`src/rtl/flop_share_ctrl.sv`:
```
// flop_share_ctrl: round-robin sequencer that owns one shared reset-able
// register. Writes are granted one at a time, held by re-driving qin, and
// verified by reading qout back one cycle after the register captures.
module flop_share_ctrl #(
  parameter  int N_REQ      = 4,
  parameter  int WIDTH      = 8,
  parameter  int CLR_CYCLES = 3,
  localparam int IDW        = (N_REQ > 1) ? $clog2(N_REQ) : 1
) (
  input  logic                   clk,
  input  logic                   reset,
  input  logic [N_REQ-1:0]       req,
  input  logic [N_REQ*WIDTH-1:0] wdata,
  output logic [N_REQ-1:0]       gnt,
  output logic                   done,
  output logic                   err,
  output logic [IDW-1:0]         err_id,
  input  logic                   clr_req,
  output logic                   clr_busy,
  output logic                   flop_reset,
  output logic [WIDTH-1:0]       flop_qin,
  input  logic [WIDTH-1:0]       flop_qout
);

  localparam int            CW       = (CLR_CYCLES > 1) ? $clog2(CLR_CYCLES) : 1;
  localparam logic [CW-1:0] CLR_INIT = CW'(CLR_CYCLES - 1);

  typedef enum logic [1:0] {S_CLEAR, S_IDLE, S_WRITE, S_CHECK} state_t;

  state_t            r_state,  w_state_nx;
  logic [CW-1:0]     r_cnt,    w_cnt_nx;
  logic [IDW-1:0]    r_ptr,    w_ptr_nx;
  logic [IDW-1:0]    r_id,     w_id_nx;
  logic [WIDTH-1:0]  r_held,   w_held_nx;
  logic [N_REQ-1:0]  r_gnt,    w_gnt_nx;
  logic              r_done,   w_done_nx;
  logic              r_err,    w_err_nx;
  logic [IDW-1:0]    r_err_id, w_err_id_nx;
  logic              r_busy,   w_busy_nx;
  logic              r_frst,   w_frst_nx;
  logic [WIDTH-1:0]  r_qin,    w_qin_nx;

  logic [WIDTH-1:0]  w_slice [N_REQ];
  logic [IDW-1:0]    w_win;
  logic [IDW-1:0]    w_idx;
  logic              w_any;

  for (genvar i = 0; i < N_REQ; i++) begin : g_slice
    assign w_slice[i] = wdata[i*WIDTH +: WIDTH];
  end

  // Round-robin pick: scanning offsets high-to-low leaves the first set bit
  // at or after the pointer as the final winner.
  always_comb begin
    w_win = '0;
    w_idx = '0;
    w_any = 1'b0;
    for (int k = N_REQ - 1; k >= 0; k--) begin
      w_idx = IDW'((int'(r_ptr) + k) % N_REQ);
      if (req[w_idx]) begin
        w_win = w_idx;
        w_any = 1'b1;
      end
    end
  end

  // Next-state and next-output logic; every output is registered below.
  always_comb begin
    w_state_nx  = r_state;
    w_cnt_nx    = r_cnt;
    w_ptr_nx    = r_ptr;
    w_id_nx     = r_id;
    w_held_nx   = r_held;
    w_gnt_nx    = '0;
    w_done_nx   = 1'b0;
    w_err_nx    = r_err;
    w_err_id_nx = r_err_id;
    w_busy_nx   = r_busy;
    w_frst_nx   = r_frst;
    w_qin_nx    = r_qin;
    unique case (r_state)
      S_CLEAR: begin
        w_frst_nx = 1'b1;
        w_busy_nx = 1'b1;
        w_qin_nx  = '0;
        if (r_cnt == '0) begin
          w_frst_nx  = 1'b0;
          w_busy_nx  = 1'b0;
          w_held_nx  = '0;
          w_state_nx = S_IDLE;
        end else begin
          w_cnt_nx = r_cnt - 1'b1;
        end
      end
      S_IDLE: begin
        w_qin_nx = r_held;
        if (clr_req) begin
          w_cnt_nx   = CLR_INIT;
          w_frst_nx  = 1'b1;
          w_busy_nx  = 1'b1;
          w_qin_nx   = '0;
          w_state_nx = S_CLEAR;
        end else if (w_any) begin
          w_gnt_nx[w_win] = 1'b1;
          w_qin_nx   = w_slice[w_win];
          w_held_nx  = w_slice[w_win];
          w_id_nx    = w_win;
          w_ptr_nx   = (w_win == IDW'(N_REQ - 1)) ? '0 : w_win + 1'b1;
          w_state_nx = S_WRITE;
        end
      end
      // Register captures flop_qin at this state's exit edge.
      S_WRITE: w_state_nx = S_CHECK;
      S_CHECK: begin
        w_done_nx = 1'b1;
        if (flop_qout != r_held && !r_err) begin
          w_err_nx    = 1'b1;
          w_err_id_nx = r_id;
        end
        w_state_nx = S_IDLE;
      end
      default: w_state_nx = S_CLEAR;
    endcase
  end

  // State and output registers; reset restarts the power-up clear.
  always_ff @(posedge clk or negedge reset) begin
    if (!reset) begin
      r_state  <= S_CLEAR;
      r_cnt    <= CLR_INIT;
      r_ptr    <= '0;
      r_id     <= '0;
      r_held   <= '0;
      r_gnt    <= '0;
      r_done   <= 1'b0;
      r_err    <= 1'b0;
      r_err_id <= '0;
      r_busy   <= 1'b1;
      r_frst   <= 1'b1;
      r_qin    <= '0;
    end else begin
      r_state  <= w_state_nx;
      r_cnt    <= w_cnt_nx;
      r_ptr    <= w_ptr_nx;
      r_id     <= w_id_nx;
      r_held   <= w_held_nx;
      r_gnt    <= w_gnt_nx;
      r_done   <= w_done_nx;
      r_err    <= w_err_nx;
      r_err_id <= w_err_id_nx;
      r_busy   <= w_busy_nx;
      r_frst   <= w_frst_nx;
      r_qin    <= w_qin_nx;
    end
  end

  assign gnt        = r_gnt;
  assign done       = r_done;
  assign err        = r_err;
  assign err_id     = r_err_id;
  assign clr_busy   = r_busy;
  assign flop_reset = r_frst;
  assign flop_qin   = r_qin;

endmodule

```
`config.mk`:
```
export PLATFORM = sky130hd
export DESIGN_NAME = flop_share_ctrl
export DESIGN_NICKNAME = d
export VERILOG_FILES = /design/src/rtl/flop_share_ctrl.sv
export SDC_FILE = /design/constraint.sdc
export NUM_CORES = 1
export LEC_CHECK = 0
export CORE_ASPECT_RATIO = 0.7
export CORE_MARGIN = 2
export CORE_UTILIZATION = 46
export CTS_BUF_LIST = sky130_fd_sc_hd__clkbuf_16
export CTS_CLUSTER_SIZE = 30
export DETAILED_ROUTE_END_ITERATION = 6
export PLACE_DENSITY = 0.78
export SLEW_MARGIN = 0
export SYNTH_ARGS = -nofsm -noshare
export SYNTH_HDL_FRONTEND = slang
export SYNTH_SLANG_ARGS = --single-unit
```
`constraint.sdc`:
```
create_clock -name clk -period 4.2 [get_ports clk]
set_input_delay 0.42 -clock clk [delete_from_list [all_inputs] [get_ports clk]]
set_output_delay 0.42 -clock clk [all_outputs]
set_load 0.01 [all_outputs]
```
==> flow_metrics.env, run 1 <==
export IMPL_setup_slack_ns=1.399
export IMPL_cp_slowest_cell="and2_1"
export IMPL_r2r_start="r_state[1]"
export IMPL_hold_buffers=0
export IMPL_rows=21
export IMPL_instances_no_fill=342
export IMPL_num_vias=2183
export IMPL_fp_dieW_um=86.98
export IMPL_totalWireLength_um=6395
export IMPL_cap_viol_max_count=0
export IMPL_critical_path_peak_fanout=18
export IMPL_relSlewSlack=0.2489
export IMPL_holdPathEnd="r_id[1]"
export IMPL_cts_sinks=33
export IMPL_fin_crit_sh=0.6669
export IMPL_finalSetupViolCount=0
export IMPL_dieHeight_um=62.09
export IMPL_drive_gt1_frac=0.1158
export IMPL_required_ns=4.36
export IMPL_tightest_slew_ns=1.123
export IMPL_final_area_um2=3035
export IMPL_place_area_um2=2873
export IMPL_grt_pass1_wl_um=9998
export IMPL_gp_congestion=0.9395
export IMPL_dieArea_um2=5400
export IMPL_track_usage=0.2506
export IMPL_min_from="r_id[1]"
export IMPL_area_delta_synth_final_pct=36.91
export IMPL_synth_compound_area_frac=0.2951
export IMPL_synth_cell_types=47
export IMPL_start_util=0.4714
export IMPL_cts_setup_buffers=0
export IMPL_num_antenna_cells=0
export IMPL_busiest_layer="met2"
export IMPL_via_per_inst=6.383
export IMPL_placed_cells=334
export IMPL_finClkSkew_ns=0.002349
export IMPL_cp_cell_sequence="clkdlybuf4s50_1 > and3b_2 > o21ai_0 > and2_1 > nor2_1 > a221o_1"
export IMPL_outcome="finished, final reports clean"
export IMPL_synth_simple_area_share=0.1366
export IMPL_numCtsBuffers=5
export IMPL_met2_usage=0.4035
export IMPL_cts_resized=0
export IMPL_whs_path_depth=2
export IMPL_drt_first_pass_iters=4
export IMPL_fin_crit_ns=2.801
export IMPL_async_flop_share=1.000
export IMPL_ctsRootBufferMaster="clkbuf_16"
export IMPL_yosys_area_top_type_share=0.3499
export IMPL_grt_max_degree=23
export IMPL_gr_total_overflow=0
export IMPL_clockBufferDepth=2
export IMPL_grtUsageMet1=0.3292
export IMPL_syn_inst=223
export IMPL_fmax_ghz=0.3570
export IMPL_final_hold_viol_count=0
export IMPL_cp_slowest_stage_delay_ns=0.67
export IMPL_synth_ff_type="dfrtp_1"
export IMPL_critPathArrivalTime_ns=2.96
export IMPL_critPathKind="in2reg"
export IMPL_ant_nets=0
export IMPL_p_leak_nw=1.288
export IMPL_ys_top_cells_by_area="dfrtp_1, a221o_1, ha_1"
export IMPL_core_area_um2=4703
export IMPL_synth_seq_cells=33
export IMPL_reg2reg_to="r_held[6]"
export IMPL_power_density_nw_per_um2=643.5
export IMPL_hold_path_class="reg2reg"
export IMPL_post_place_ws_ns=1.208
export IMPL_cp_end_kind="flop"
export IMPL_synthAdderAreaFrac=0.05643
export IMPL_layout_nets=341
export IMPL_synth_seq_area_share=0.3736
export IMPL_boundaryPins=65
export IMPL_synth_area_um2=2217
export IMPL_gr_usage_met3=0.07530
export IMPL_antenna_found_initial=1
export IMPL_synth_top_area_cell="dfrtp_1"
export IMPL_io_buffers=64
export IMPL_synthMuxAreaShare=0.05474
export IMPL_rrSetupSlack_ns=1.50
export IMPL_grt_pass1_vias=2006
export IMPL_syn_area_per_cell_um2=9.942
export IMPL_synthXorXnorAreaFrac=0.03160
export IMPL_final_max_slew_violation_count=0
export IMPL_route_detailed_drc=0
export IMPL_synth_fp_nets=280
export IMPL_start_kind="input pin"
export IMPL_synth_edf_count=0
export IMPL_cts_htree_levels=2
export IMPL_finalSetupTns_ns=0
export IMPL_synth_warnings=0
export IMPL_cts_tree="done"
export IMPL_routedWlPerCell_um=18.70
export IMPL_synth_top_family_by_area="compound AO/OA/AOI/OAI gates"
export IMPL_rsz0062_at_grt="false"
export IMPL_dp_hpwl_um=4440
export IMPL_irDropWorstVdd_v=0.0004860
export IMPL_drtIter0Drc=147
export IMPL_reg2reg_depth=6
export IMPL_insertion_delay_ns=0.28
export IMPL_final_core_util=0.6454
export IMPL_path_clk_slew_ns=0.05
[cell families (layout without fill, tap and decap cells)]
family,after synthesis,after routing
AO/OA/AOI/OAI,86,86
XOR/XNOR,8,8
flip-flops,33,33
multiplexers,11,11
AND/OR/NAND/NOR,53,53
adder cells (fa/ha/maj),10,10
buffers and inverters,22,84
[cells in the final DEF (no fill, tap or decap), types with 2 or more instances in the layout]
master,n
a21o_1,9
a21oi_1,13
a221o_1,14
a2bb2oi_1,7
a32oi_1,7
and3_1,4
buf_4,3
clkbuf_16,5
clkdlybuf4s50_1,64
dfrtp_1,31
dfstp_2,2
ha_1,10
inv_1,9
mux2_2,9
mux2i_1,2
nand2_1,13
nand2b_1,4
nand3_1,2
nand3b_1,2
nand4_1,9
nor2_1,8
nor2b_1,2
o21ai_0,13
o22a_1,3
o22ai_1,2
o31ai_1,8
or2_2,2
xnor2_1,8
[through the flow]
stage               total power, W  hold WS (ns)
finish                    0.001953        0.4840
global route              0.002077        0.5133
CTS                       0.001943        0.4863
detailed placement        0.001525        0.4713
global placement          0.001497        0.4637
floorplan                 0.001216        0.1244
[area by class of cell]
| cell class | instances | area, µm² |
|---|---|---|
| inverters | 9 | 36.28 |
| clock inverters | 3 | 37.54 |
| multi-input cells | 168 | 1274 |
| well taps | 57 | 71.32 |
| repair buffers | 67 | 663.1 |
| clock buffers | 5 | 125.1 |
| fillers | 388 | 1668 |
| flip-flops and latches | 33 | 828.3 |
[power by group]
| part | switching, W | internal, W |
|---|---|---|
| combinational | 0.000517 | 0.000466 |
| sequential | 0.000121 | 0.000442 |
| clock | 0.000132 | 0.000275 |
[worst max-delay path: cells and delay by family]
kind	cells	cell delay (ns)
buffers and inverters	1	0.62
AOI/OAI and AO/OA	2	0.67
and+or+nand+nor	3	1.23
[synthesized netlist by cell type (2+ instances only)]
cell type,number
dfrtp_1,31
a221o_1,14
a21oi_1,13
nand2_1,13
o21ai_0,13
ha_1,10
a21o_1,9
mux2_2,9
nand4_1,9
inv_1,8
nor2_1,8
o31ai_1,8
xnor2_1,8
a2bb2oi_1,7
a32oi_1,7
clkbuf_1,6
and3_1,4
nand2b_1,4
buf_2,3
buf_6,3
o22a_1,3
dfstp_2,2
mux2i_1,2
nand3_1,2
nand3b_1,2
nor2b_1,2
o22ai_1,2
or2_2,2
[worst max path at each step]
stage / to / from / depth (start not counted) / slack [ns]
final: r_held[5] / req[3] / 6 / 1.40
after global routing: r_held[5] / req[3] / 6 / 1.28
after CTS: r_held[5] / req[3] / 6 / 1.46
after detailed placement: r_held[5] / req[3] / 6 / 1.21
after global placement: r_held[5] / req[3] / 6 / 1.28
after floorplan: r_held[1] / req[3] / 8 / 2.10
[state kept, by name, indices dropped and copies added (netlist names)]
register    flops
r_held          8
flop_qin        8
r_id            2
done            1
gnt             4
err             1
r_cnt           2
flop_reset      1
r_ptr           2
r_state         2
err_id          2
[metal layers]
layer | share of wire | vias to the layer above
met5 | 0.0011 | -
met4 | 0.017 | 2
met3 | 0.091 | 17
met2 | 0.46 | 113
met1 | 0.43 | 1066
li1 | - | 985
Power figures use the tool's default switching activity.
==> run 2: changes to the inputs <==
Settings changed: CORE_UTILIZATION 46 to 43, PLACE_DENSITY 0.78 to 0.77.
Clock period 4.2 ns to 2.5 ns, I/O delays scaled along.
==> run 2 against run 1 <==
Net effect:
- critical path depth is 1 higher
- largest cell class unchanged
- flip-flop and latch count did not move
- global-route usage down 2.3 points
- non-clock buffer count is 9 higher
==> flow_metrics.env, run 2 (synthesized netlist as in run 1, its figures left out) <==
export IMPL_final_hold_viol_count=0
export IMPL_io_buffers=64
export IMPL_core_area_um2=4861
export IMPL_insertion_delay_ns=0.28
export IMPL_routedWlPerCell_um=17.01
export IMPL_irDropWorstVdd_v=0.0005638
export IMPL_ctsRootBufferMaster="clkbuf_16"
export IMPL_rows=21
export IMPL_grt_pass1_wl_um=10280
export IMPL_track_usage=0.2274
export IMPL_dp_hpwl_um=4556
export IMPL_cp_slowest_cell="clkdlybuf4s50_1"
export IMPL_rsz0062_at_grt="false"
export IMPL_start_kind="input pin"
export IMPL_finalSetupTns_ns=0
export IMPL_dr_wl_met3_um=525
export IMPL_cts_htree_levels=2
export IMPL_drtIter0Drc=186
export IMPL_critPathKind="in2reg"
export IMPL_grt_max_degree=34
export IMPL_relSlewSlack=0.5386
export IMPL_cap_viol_max_count=0
export IMPL_num_antenna_cells=0
export IMPL_totalWireLength_um=6174
export IMPL_dieArea_um2=5756
export IMPL_fmax_ghz=0.4481
export IMPL_route_detailed_drc=0
export IMPL_cts_sinks=33
export IMPL_clockBufferDepth=2
export IMPL_highest_layer="met4"
export IMPL_setup_slack_ns=0.2686
export IMPL_start_util=0.4561
export IMPL_final_common_cell="clkdlybuf4s50_1"
export IMPL_antenna_found_initial=0
export IMPL_fillers=420
export IMPL_gp_congestion=0.9101
export IMPL_met1_length_um=2832
export IMPL_power_density_nw_per_um2=1046
export IMPL_fin_crit_ns=2.231
export IMPL_via_per_inst=5.769
export IMPL_critPathArrivalTime_ns=2.40
export IMPL_grt_pass1_vias=2096
export IMPL_drive_gt1_frac=0.1463
export IMPL_cts_tree="done"
export IMPL_cp_cell_sequence="clkdlybuf4s50_1 > mux2i_1 > and2_4 > nor3_4 > buf_4 > mux2_2 > a221o_1"
export IMPL_place_area_um2=2955
export IMPL_cts_setup_buffers=0
export IMPL_post_place_ws_ns=0.01633
export IMPL_num_vias=2094
export IMPL_p_leak_nw=1.324
export IMPL_ant_nets=0
export IMPL_area_delta_synth_final_pct=39.56
export IMPL_final_area_um2=3094
export IMPL_cts_resized=0
export IMPL_finClkSkew_ns=0.006662
export IMPL_hold_buffers=0
export IMPL_drt_first_pass_iters=5
export IMPL_final_max_slew_violation_count=0
export IMPL_hold_path_class="in2async"
export IMPL_gr_total_overflow=0
export IMPL_final_cell_mix="clkdlybuf4s50_1, dfrtp_1, a221o_1"
export IMPL_boundaryPins=65
export IMPL_met2WireLength_um=2759
export IMPL_critical_path_peak_fanout=13
export IMPL_fp_dieW_um=89.83
export IMPL_required_ns=2.66
export IMPL_dieHeight_um=64.08
export IMPL_path_clk_slew_ns=0.05
export IMPL_cp_slowest_stage_delay_ns=0.63
export IMPL_layout_nets=350
export IMPL_outcome="finished, final reports clean"
export IMPL_tightest_slew_ns=0.6896
export IMPL_numCtsBuffers=5
export IMPL_cp_end_kind="flop"
export IMPL_finalSetupViolCount=0
export IMPL_fin_crit_sh=0.8926
run 2: changes by cell type in the layout (fill, tap and decap cells not counted), sizes merged:
cell and delta:
buf +9, bufinv -1, clkinv +1
run 2: worst max-delay path: cells and delay by family:
family / cells / cell delay [ns]
multiplexers: 2 / 0.55
buffers and inverters: 2 / 0.88
AND/OR/NAND/NOR: 2 / 0.40
AO/OA/AOI/OAI: 1 / 0.31
run 2: final cells by class:
class / count / area [µm²] / share of cell area
clock buffers: 5 / 125.1 / 0.04044
clock inverters: 3 / 13.76 / 0.004448
inverters: 9 / 36.28 / 0.01173
multi-input cells: 168 / 1274 / 0.4116
flip-flops and latches: 33 / 828.3 / 0.2677
well taps: 69 / 86.33 / 0.02790
repair buffers: 76 / 730.7 / 0.2362
run 2: final timing paths:
path | from | end | slack, ns | cells past startpoint
setup / recovery | req[3] | r_held[5] | 0.27 | 7
hold / removal | reset | r_held[0] | 0.38 | 2
setup reg to reg | r_ptr[1] | r_held[5] | 0.40 | 6
hold reg to reg | r_id[1] | r_id[1] | 0.48 | 2
max in group asynchronous | reset | r_cnt[1] | 1.79 | 2
min in group clk | r_id[1] | r_id[1] | 0.48 | 2
run 2: per-layer routing:
layer / vias up / GRT usage
li1: 1009 / -
met3: 10 / 0.06368
met1: 975 / 0.3079
met2: 100 / 0.3598
met5: - / 0
met4: 0 / 0.06538
run 2: per-stage QoR:
stage	total power (W)	std cells	util	hold WS, ns
CTS	0.003239	363	0.6366	0.3940
finish	0.003238	363	0.6366	0.3795
global route	0.003490	363	0.6366	0.4132
detailed placement	0.002641	355	0.6080	0.4704
global placement	0.002614	355	0.6080	0.4652
floorplan	0.002042	223	-	-0.04559
run 2: where the power goes:
part	internal (W)	leakage (nW)	switching, W
combinational	0.000850	0.828	0.000870
sequential	0.000743	0.422	0.000192
clock	0.000361	0.0748	0.000222
total	0.00195	1.32	0.00128
